`src/rtl/pixel_stream_processor.sv`:
```
// Streaming per-pixel point-op engine (bypass/invert/threshold/offset/gain) with frame/line tagging and shadowed config.
// Latency: 2 cycles from input accept to out_data; 1 pixel/clk sustained.
// Backpressure: valid/ready; out_valid && !out_ready freezes both stages and drops in_ready. Optional PIXEL_STATS_EN adds per-frame min/max.
module pixel_stream_processor #(
   parameter int DATA_WIDTH = 8,
   parameter int IMG_WIDTH  = 32,
   parameter int IMG_HEIGHT = 32
) (
   input  logic                  clk,
   input  logic                  rst,
   input  logic                  in_valid,
   output logic                  in_ready,
   input  logic [DATA_WIDTH-1:0] in_data,
   output logic                  out_valid,
   input  logic                  out_ready,
   output logic [DATA_WIDTH-1:0] out_data,
   output logic                  out_eol,
   output logic                  out_eof,
   input  logic                  reg_write_en,
   input  logic [4:0]            reg_addr,
   input  logic [7:0]            reg_wdata,
   output logic [7:0]            reg_rdata
);

   localparam int K  = DATA_WIDTH - 8;
   localparam int EW = DATA_WIDTH + 6;
   localparam int CW = (IMG_WIDTH  > 1) ? $clog2(IMG_WIDTH)  : 1;
   localparam int RW = (IMG_HEIGHT > 1) ? $clog2(IMG_HEIGHT) : 1;
   localparam logic [DATA_WIDTH-1:0] MAX_VAL = '1;

   localparam logic [2:0] OP_BYPASS = 3'd0;
   localparam logic [2:0] OP_INVERT = 3'd1;
   localparam logic [2:0] OP_THRESH = 3'd2;
   localparam logic [2:0] OP_OFFSET = 3'd3;
   localparam logic [2:0] OP_GAIN   = 3'd4;

   // config: shadow (bus-visible) and active (used mid-frame)
   logic [2:0] shd_mode_q, shd_mode_d, act_mode_q, act_mode_d;
   logic [7:0] shd_thresh_q, shd_thresh_d, act_thresh_q, act_thresh_d;
   logic [7:0] shd_offset_q, shd_offset_d, act_offset_q, act_offset_d;
   logic [7:0] shd_gain_q, shd_gain_d, act_gain_q, act_gain_d;
   logic       enable_q, enable_d;

   logic [CW-1:0] col_q, col_d;
   logic [RW-1:0] row_q, row_d;
   logic [15:0]   frame_cnt_q, frame_cnt_d;
   logic          frame_done_q, frame_done_d;

   logic                  s1_vld_q, s1_vld_d, s1_eol_q, s1_eol_d, s1_eof_q, s1_eof_d;
   logic signed [EW-1:0]  s1_val_q, s1_val_d;
   logic                  out_vld_q, out_vld_d, out_eol_q, out_eol_d, out_eof_q, out_eof_d;
   logic [DATA_WIDTH-1:0] out_dat_q, out_dat_d;

   logic advance, accept, first_pix, last_col, last_row, clr_cnt, w1c_done, pending;
   logic [2:0] eff_mode;
   logic [7:0] eff_thresh, eff_offset, eff_gain;
   logic [DATA_WIDTH-1:0] thr_w, sat_val;
   logic [DATA_WIDTH+7:0] prod;
   logic signed [EW-1:0]  in_ext, off_ext, op_val;

   assign advance   = !out_vld_q || out_ready;
   assign in_ready  = advance && enable_q;
   assign accept    = in_valid && in_ready;
   assign first_pix = (col_q == '0) && (row_q == '0);
   assign last_col  = (col_q == CW'(IMG_WIDTH - 1));
   assign last_row  = (row_q == RW'(IMG_HEIGHT - 1));
   assign clr_cnt   = reg_write_en && (reg_addr == 5'h04) && reg_wdata[1];
   assign w1c_done  = reg_write_en && (reg_addr == 5'h10) && reg_wdata[2];
   assign pending   = (shd_mode_q != act_mode_q) || (shd_thresh_q != act_thresh_q) ||
                      (shd_offset_q != act_offset_q) || (shd_gain_q != act_gain_q);

   assign out_valid = out_vld_q;
   assign out_data  = out_dat_q;
   assign out_eol   = out_eol_q;
   assign out_eof   = out_eof_q;

   // Stage-1 operator: the first pixel of a frame sees the shadow config, later pixels the latched copy
   always_comb begin
      eff_mode   = first_pix ? shd_mode_q   : act_mode_q;
      eff_thresh = first_pix ? shd_thresh_q : act_thresh_q;
      eff_offset = first_pix ? shd_offset_q : act_offset_q;
      eff_gain   = first_pix ? shd_gain_q   : act_gain_q;
      thr_w      = DATA_WIDTH'(eff_thresh) << K;
      in_ext     = $signed(EW'(in_data));
      off_ext    = EW'($signed(eff_offset)) <<< K;
      prod       = (DATA_WIDTH+8)'(in_data) * (DATA_WIDTH+8)'(eff_gain);
      case (eff_mode)
         OP_BYPASS: op_val = in_ext;
         OP_INVERT: op_val = $signed(EW'(MAX_VAL - in_data));
         OP_THRESH: op_val = (in_data >= thr_w) ? $signed(EW'(MAX_VAL)) : '0;
         OP_OFFSET: op_val = in_ext + off_ext;
         OP_GAIN:   op_val = $signed(EW'(prod[DATA_WIDTH+7:4]));
         default:   op_val = '0;
      endcase
   end

   // Stage-2 saturation to [0, MAX]
   always_comb begin
      if (s1_val_q[EW-1])                       sat_val = '0;
      else if (|s1_val_q[EW-2:DATA_WIDTH])      sat_val = MAX_VAL;
      else                                      sat_val = s1_val_q[DATA_WIDTH-1:0];
   end

   // Next-state for pipeline, counters, status and config
   always_comb begin
      s1_vld_d = s1_vld_q;  s1_val_d = s1_val_q;  s1_eol_d = s1_eol_q;  s1_eof_d = s1_eof_q;
      out_vld_d = out_vld_q; out_dat_d = out_dat_q; out_eol_d = out_eol_q; out_eof_d = out_eof_q;
      if (advance) begin
         s1_vld_d  = accept;
         s1_val_d  = op_val;
         s1_eol_d  = accept && last_col;
         s1_eof_d  = accept && last_col && last_row;
         out_vld_d = s1_vld_q;
         out_dat_d = sat_val;
         out_eol_d = s1_eol_q;
         out_eof_d = s1_eof_q;
      end

      col_d = col_q; row_d = row_q; frame_cnt_d = frame_cnt_q; frame_done_d = frame_done_q;
      if (w1c_done) frame_done_d = 1'b0;
      if (accept) begin
         if (last_col) begin
            col_d = '0;
            if (last_row) begin
               row_d        = '0;
               frame_cnt_d  = frame_cnt_q + 16'd1;
               frame_done_d = 1'b1;
            end else begin
               row_d = row_q + RW'(1);
            end
         end else begin
            col_d = col_q + CW'(1);
         end
      end
      if (clr_cnt) begin
         col_d = '0; row_d = '0; frame_cnt_d = '0;
      end

      shd_mode_d = shd_mode_q; shd_thresh_d = shd_thresh_q; shd_offset_d = shd_offset_q;
      shd_gain_d = shd_gain_q; enable_d = enable_q;
      if (reg_write_en) begin
         case (reg_addr)
            5'h00:   shd_mode_d   = reg_wdata[2:0];
            5'h01:   shd_thresh_d = reg_wdata;
            5'h02:   shd_offset_d = reg_wdata;
            5'h03:   shd_gain_d   = reg_wdata;
            5'h04:   enable_d     = reg_wdata[0];
            default: ;
         endcase
      end

      // latch the pre-write shadow so a coincident write waits for the next frame
      act_mode_d = act_mode_q; act_thresh_d = act_thresh_q; act_offset_d = act_offset_q; act_gain_d = act_gain_q;
      if (accept && first_pix) begin
         act_mode_d = shd_mode_q; act_thresh_d = shd_thresh_q; act_offset_d = shd_offset_q; act_gain_d = shd_gain_q;
      end
   end

   // State registers
   always_ff @(posedge clk or posedge rst) begin
      if (rst) begin
         s1_vld_q <= 1'b0; s1_val_q <= '0; s1_eol_q <= 1'b0; s1_eof_q <= 1'b0;
         out_vld_q <= 1'b0; out_dat_q <= '0; out_eol_q <= 1'b0; out_eof_q <= 1'b0;
         col_q <= '0; row_q <= '0; frame_cnt_q <= '0; frame_done_q <= 1'b0;
         shd_mode_q <= '0; shd_thresh_q <= 8'h80; shd_offset_q <= '0; shd_gain_q <= 8'h10;
         act_mode_q <= '0; act_thresh_q <= 8'h80; act_offset_q <= '0; act_gain_q <= 8'h10;
         enable_q <= 1'b1;
      end else begin
         s1_vld_q <= s1_vld_d; s1_val_q <= s1_val_d; s1_eol_q <= s1_eol_d; s1_eof_q <= s1_eof_d;
         out_vld_q <= out_vld_d; out_dat_q <= out_dat_d; out_eol_q <= out_eol_d; out_eof_q <= out_eof_d;
         col_q <= col_d; row_q <= row_d; frame_cnt_q <= frame_cnt_d; frame_done_q <= frame_done_d;
         shd_mode_q <= shd_mode_d; shd_thresh_q <= shd_thresh_d; shd_offset_q <= shd_offset_d; shd_gain_q <= shd_gain_d;
         act_mode_q <= act_mode_d; act_thresh_q <= act_thresh_d; act_offset_q <= act_offset_d; act_gain_q <= act_gain_d;
         enable_q <= enable_d;
      end
   end

`ifdef PIXEL_STATS_EN
   logic [7:0] trk_min_q, trk_min_d, trk_max_q, trk_max_d, st_min_q, st_min_d, st_max_q, st_max_d;
   logic [7:0] out_top, cur_min, cur_max;

   // Per-frame min/max of the top byte, published when the eof pixel leaves
   always_comb begin
      out_top   = out_dat_q[DATA_WIDTH-1 -: 8];
      cur_min   = (out_top < trk_min_q) ? out_top : trk_min_q;
      cur_max   = (out_top > trk_max_q) ? out_top : trk_max_q;
      trk_min_d = trk_min_q; trk_max_d = trk_max_q; st_min_d = st_min_q; st_max_d = st_max_q;
      if (out_vld_q && out_ready) begin
         if (out_eof_q) begin
            st_min_d = cur_min; st_max_d = cur_max;
            trk_min_d = 8'hFF;  trk_max_d = 8'h00;
         end else begin
            trk_min_d = cur_min; trk_max_d = cur_max;
         end
      end
   end

   // Stats registers
   always_ff @(posedge clk or posedge rst) begin
      if (rst) begin
         trk_min_q <= 8'hFF; trk_max_q <= 8'h00; st_min_q <= 8'h00; st_max_q <= 8'h00;
      end else begin
         trk_min_q <= trk_min_d; trk_max_q <= trk_max_d; st_min_q <= st_min_d; st_max_q <= st_max_d;
      end
   end
`endif

   // Register read mux; config reads return the shadow copies
   always_comb begin
      reg_rdata = 8'h00;
      case (reg_addr)
         5'h00:   reg_rdata = {5'b0, shd_mode_q};
         5'h01:   reg_rdata = shd_thresh_q;
         5'h02:   reg_rdata = shd_offset_q;
         5'h03:   reg_rdata = shd_gain_q;
         5'h04:   reg_rdata = {7'b0, enable_q};
         5'h10:   reg_rdata = {5'b0, frame_done_q, pending, !first_pix};
         5'h11:   reg_rdata = 8'hA2;
         5'h12:   reg_rdata = frame_cnt_q[7:0];
         5'h13:   reg_rdata = frame_cnt_q[15:8];
`ifdef PIXEL_STATS_EN
         5'h14:   reg_rdata = st_min_q;
         5'h15:   reg_rdata = st_max_q;
`endif
         default: reg_rdata = 8'h00;
      endcase
   end

endmodule

```
`config.mk`:
```
export PLATFORM = sky130hd
export DESIGN_NAME = pixel_stream_processor
export DESIGN_NICKNAME = d
export VERILOG_FILES = /design/src/rtl/pixel_stream_processor.sv
export SDC_FILE = /design/constraint.sdc
export NUM_CORES = 1
export LEC_CHECK = 0
export BUFFER_PORTS_ARGS = -buffer_cell sky130_fd_sc_hd__buf_4
export CAP_MARGIN = 10
export CORE_ASPECT_RATIO = 0.75
export CORE_MARGIN = 2
export CORE_UTILIZATION = 39
export CTS_CLUSTER_SIZE = 12
export DETAILED_ROUTE_END_ITERATION = 10
export GPL_TIMING_DRIVEN = 0
export PLACE_DENSITY = 0.55
export SKIP_LAST_GASP = 1
export SLEW_MARGIN = 20
export SYNTH_ARGS = -nofsm -noshare
export SYNTH_HDL_FRONTEND = slang
export SYNTH_SLANG_ARGS = --single-unit
```
`constraint.sdc`:
```
create_clock -name clk -period 12.75 [get_ports clk]
set_input_delay 3.1875 -clock clk [delete_from_list [all_inputs] [get_ports clk]]
set_output_delay 3.1875 -clock clk [all_outputs]
set_load 0.02 [all_outputs]
```
* Word level (Yosys, flattened, before mapping)
Cells that the tools add are included.
** Cells by class
- Reductions and logical operators :: 31
- Equal/unequal tests :: 18
- Add/sub/neg operators :: 5
- Magnitude comparators :: 1
- $mul :: 1
- Multiplexer cells :: 24
** Operator list (count)
- 8-bit case mux with 9 select lines :: 1
- 14-bit case mux with 5 select lines :: 1
- 16-bit two-way mux :: 4
- 8-bit two-way mux :: 6
- 5-bit two-way mux :: 7
- 5-bit == test (second input constant) :: 6
- 8-bit != test :: 3
- 16-bit by 1-bit adder with 16-bit output (second input constant) :: 1
- 8-bit by 8-bit multiplier with 16-bit output :: 1
- 5-bit zero test :: 3
- 2-bit AND reduction :: 6
- 5-bit by 1-bit adder with 5-bit output (second input constant) :: 2
- 9-bit by 8-bit adder with 10-bit output :: 1
- 5-bit by 2-bit == test with 1-bit output (second input constant) :: 2
- 1-bit logical AND :: 10
- 8-bit by 8-bit subtractor with 9-bit output (first input constant) :: 1
- 8-bit >= comparator :: 1
- 3-bit by 2-bit == test with 1-bit output (second input constant) :: 2
- 2-bit nonzero test :: 3
- 5-bit by 1-bit == test with 1-bit output (second input constant) :: 1
- 5-bit by 3-bit == test with 1-bit output (second input constant) :: 1
- 5-bit OR reduction :: 1
- 1-bit logical OR :: 4
- 1-bit two-way mux :: 4
- 7 further kinds :: 8
** Storage, ports and cells
- Word-level logic and storage cells :: 101
- Register bits :: 110
- Input port bits :: 26
- Output and inout bits :: 20

* Longest topological paths before layout
- Word-level depth :: 7
- Mapped depth :: 23
- Mapped depth without buffers :: 21

* Worst setup path before layout
OpenSTA, ideal clock, no wires.
- Path type :: input to output
- Start :: input port reg_addr[0]
- End :: output port reg_rdata[5]
- Required time :: 9.562 ns
- Cell stages on the path :: 6
- Arrival time :: 4.629 ns
- Buffers on the path :: 3
- Path slack :: 4.933 ns
- Cell sequence :: clkbuf_1 -> clkbuf_1 -> and2_0 -> clkbuf_1 -> a21oi_1 -> o21ai_0
** On the way
- Cells in the longest elaborated chain, start to end :: 2
- Elaborated cells on any way between the ends :: 10
- Classes of those cells :: eq/ne: 8; mux: 1; reduce/logical: 1
** Ends and longest elaborated chain
- from (decl) :: line 20 : input logic [4:0] reg_addr,
- 5-bit == test, or another cell as far along :: line 211 : case (reg_addr)
- 8-bit case mux with 9 select lines (*) :: line 211
- to (decl) :: line 22 : output logic [7:0] reg_rdata
Mark *: on every way between the ends. The rest lies on a longest branch, timed or not.

* Worst setup path after layout
- Start :: input port reg_addr[0]
- End :: output port reg_rdata[0]
Same word-level chain as after synthesis.

==> summary.md <==
| Metric | Value |
|---|---|
| Outcome | finished clean |
| Row Count | between 40 and 50 |
| Worst path required time | roughly 9600 ps |
| Nets@finish | a little over 1000 |
| Share of the synthesized area in the top cell type | approximately a third |
| Setup violators final | 0 |
| Fin. Hold Viols | 0 |
| H-tree Lvls | 3 |
| DRC violations left | 0 |
| Core area | about 0.021 mm2 |
| Post-synth cell types | 61 |
| EDFF count, synth | 0 |
| Mean Syn Cell Area | 9.75 um2 |
| Top post-synthesis cells by area | dfrtp_1 31%, fa_1 8.9%, ha_1 8.6%, mux2_2 8.4%, xor2_1 4.5% |
| Yosys reg bits | roughly 110 |
| Remaining global-route overflow | 0 |
| Iteration-0 DRC Markers | approximately 380 |
| Rel. slew slack | 21.9% |
| Count leader, synth | dfrtp_1 |
| TNS Setup | 0 ps |
| Area leader, netlist | dfrtp_1 |
| Seq/Total Area, Yosys | between 30% and 40% |
| Die ar. | 0.0224 mm2 |
| Cell Chain, Critical Path | clkbuf_1, clkbuf_1, nor2_1, and2_1, a221oi_1, o21ai_0, buf_4 |
| Worst path buffer plus inverter count | 3 |
| Top cell by count, worst path | clkbuf_1 |
| Wirelength per Cell | 17.5 um |
| Final Cycle Share | between 60 and 70% |
| Top FF cell, synth | dfrtp_1 |
| Synth Warn # | 0 |
| Sequential power share | roughly a quarter |
| Synth cell count leaders | 104 x dfrtp_1, 78 x nor2_1, 65 x nand2_1, 62 x mux2_2, 59 x inv_1 |
| Clk pwr share | a little over an eighth |
| CP Class | in2out |
| Type of the worst min-delay path | reg2reg |
| Initial core utilization | between 30% and 40% |
| Via count | a little over 6000 |
| Max Fclk | 0.124 GHz |
| PwrDens | between 200 and 250 mW/mm2 |
| First-pass GRT wire length | roughly 34000 um |
| Mapped Cells | 850 |
| Register-to-register setup slack | ~6000 ps |
| PortBufs | 42 |
| Final ANT Viol Nets | 0 |
| Worst-margin pin slew | 1140 ps |
| Syn Nets | between 900 and 1000 |
| Largest stage delay, worst path | roughly 470 ps |
| Clk_skew | roughly 13 ps |
| Final Slew Violations | 0 |
| Crit Path Max Fanout | 10 |
| CP max-delay cell | clkbuf_1 |
| Largest net degree at the start of global routing | 70 |
| Fraction of registers with async set/reset | between 90% and 100% |
| Final wirelength | 21000 um |
| Vias per inst | between 5 and 6 |
| Gate power share | about three fifths |
| Switching share of power | between 40 and 50% |
| Worst EP arrival | 4870 ps |
| CTS tree | built |
| Worst-path clk slew | ~80 ps |
| Post-DP HPWL | ~16000 um |
| Min Tclk post-route | a little over 8000 ps |
| Initial antenna violation count | 0 |
| Peak VDD IR | between 0.0001 and 0.00015 V |
| Vias in the first global route | between 5000 and 6000 |
| RePlAce Congestion | 0.847 |
| Hold-fix buffers at CTS | 0 |
| Mapped Area | 0.00829 mm2 |
| Unrepaired setup endpoints after global routing | no |
| Power Total | about 2.1 mW |
| Horiz. Die Dim | roughly 170 um |
| Leakage | ~4.5 nW |
| Pint | ~1.1 mW |
| Skew-Pair Late Insertion Delay | between 300 and 400 ps |
| Bufs on Longest Clock Path | 2 |
| CP top delay family | buffers and inverters |
| # diodes | 0 |
| Max Cap Viol | 0 |
| # Post-CTS Setup Buffers | 0 |
| CTS root buffer | clkbuf_16 |
| Layout cells sized above 1 | between 10% and 20% |
| Initial DRT Pass Iterations | 5 |
| GRT Total Usage | ~20% |
| CTS Sinks | 109 |
| CP Capture Type | output port |
| CP Launch Type | input pin |
| Net Switching | about 0.98 mW |
| Post-cts resize count | 0 |
| Area growth from synthesis to layout | 12.0% |
| Fill count | 2080 |
| Die Ht | roughly 130 um |
| CTS Buf Count | 9 |
| # IOs | 46 |
power groups by stage:
stage / clock network (mW) / logic [mW] / registers (mW)
after global placement: 0 / 1.30 / 0.533
after CTS: 0.286 / 1.32 / 0.529
after floorplan: 0 / 0.981 / 0.524
after global routing: 0.299 / 1.49 / 0.543
final: 0.276 / 1.31 / 0.531
after detailed placement: 0 / 1.31 / 0.536
cell type report:
type                            instances  area (um2)  share of cell area [%]
Buffer                                 30         126                    1.36
Clock inverter                          6        53.8                   0.580
Multi-Input combinational cell        649        5190                    56.0
Inverter                               62         238                    2.56
Tap cell                              288         360                    3.88
Timing Repair Buffer                   43         343                    3.70
Sequential cell                       109        2730                    29.5
Clock buffer                           10         229                    2.47
kinds of logic after synthesis:
logic type / Yosys count / share of synthesized area (%)
flops: 109 / 33.0
fa+ha+maj: 94 / 17.5
simple gates: 276 / 16.6
xor+xnor: 57 / 6.02
buf+inv: 92 / 4.33
mux: 93 / 12.5
compound gates: 129 / 9.97
placed cells by master (no fill, tap or decap), drive strengths merged, types with 11 or more instances in the layout:
cell type / netlist / layout
nand2: 65 / 65
a21o: 11 / 11
o21ai: 25 / 25
fa: 37 / 37
mux2: 62 / 62
nand2b: 13 / 13
a21oi: 40 / 40
nand3: 18 / 18
xnor2: 14 / 14
nor2b: 34 / 34
nor2: 79 / 79
inv: 60 / 64
mux2i: 29 / 29
xor2: 43 / 43
ha: 57 / 57
clkbuf: 18 / 28
dfrtp: 104 / 104
buf: 12 / 55
metrics by stage:
stage	hold WS [ps]	worst slack [ps]	util (%)	cells	instance area, um2
final	470	4700	44.2	1197	9280
after global routing	495	4530	44.2	1197	9280
after detailed placement	452	4730	42.8	1181	8990
after floorplan	435	4930	-	850	8290
after CTS	471	4740	44.2	1197	9280
after global placement	443	4700	42.7	1180	8960
worst min-delay path: stages, from the launching register on:
cell	delay, ps
dfrtp_1	350
nand2_1	50
nand2_1	50
metal layers:
layer | share of wire, % | vias to the layer above | GRT usage [%] | routed length (um)
met5 | 0 | - | 0 | 0
met2 | 40 | 106 | 27.2 | 8300
met4 | 0.51 | 0 | 2.52 | 108
met3 | 4.3 | 11 | 4.58 | 906
met1 | 56 | 3016 | 31.8 | 11700
li1 | - | 3055 | - | -
state kept, by name, summed over array words and instances, names as in the netlist, 8 cells and up:
signal / flops
act_offset_q: 8
shd_gain_q: 8
frame_cnt_q: 16
act_thresh_q: 8
shd_thresh_q: 8
act_gain_q: 8
shd_offset_q: 8
s1_val_q: 13
out_data: 8
final timing paths:
| path | cells after the start | start | endpoint |
|---|---|---|---|
| max in group asynchronous | 3 | rst | act_gain_q[4]$_DFFE_PP1P_ |
| max reg2reg | 20 | row_q[2]$_DFFE_PP0P_ | s1_val_q[10]$_DFFE_PP0N_ |
| min in group asynchronous | 2 | rst | out_eol$_DFFE_PP0N_ |
| max | 7 | reg_addr[0] | reg_rdata[0] |
| min | 2 | out_eof$_DFFE_PP0N_ | out_eof$_DFFE_PP0N_ |
| min reg2reg | 2 | out_eof$_DFFE_PP0N_ | out_eof$_DFFE_PP0N_ |
(Power assumes the default switching activity.)
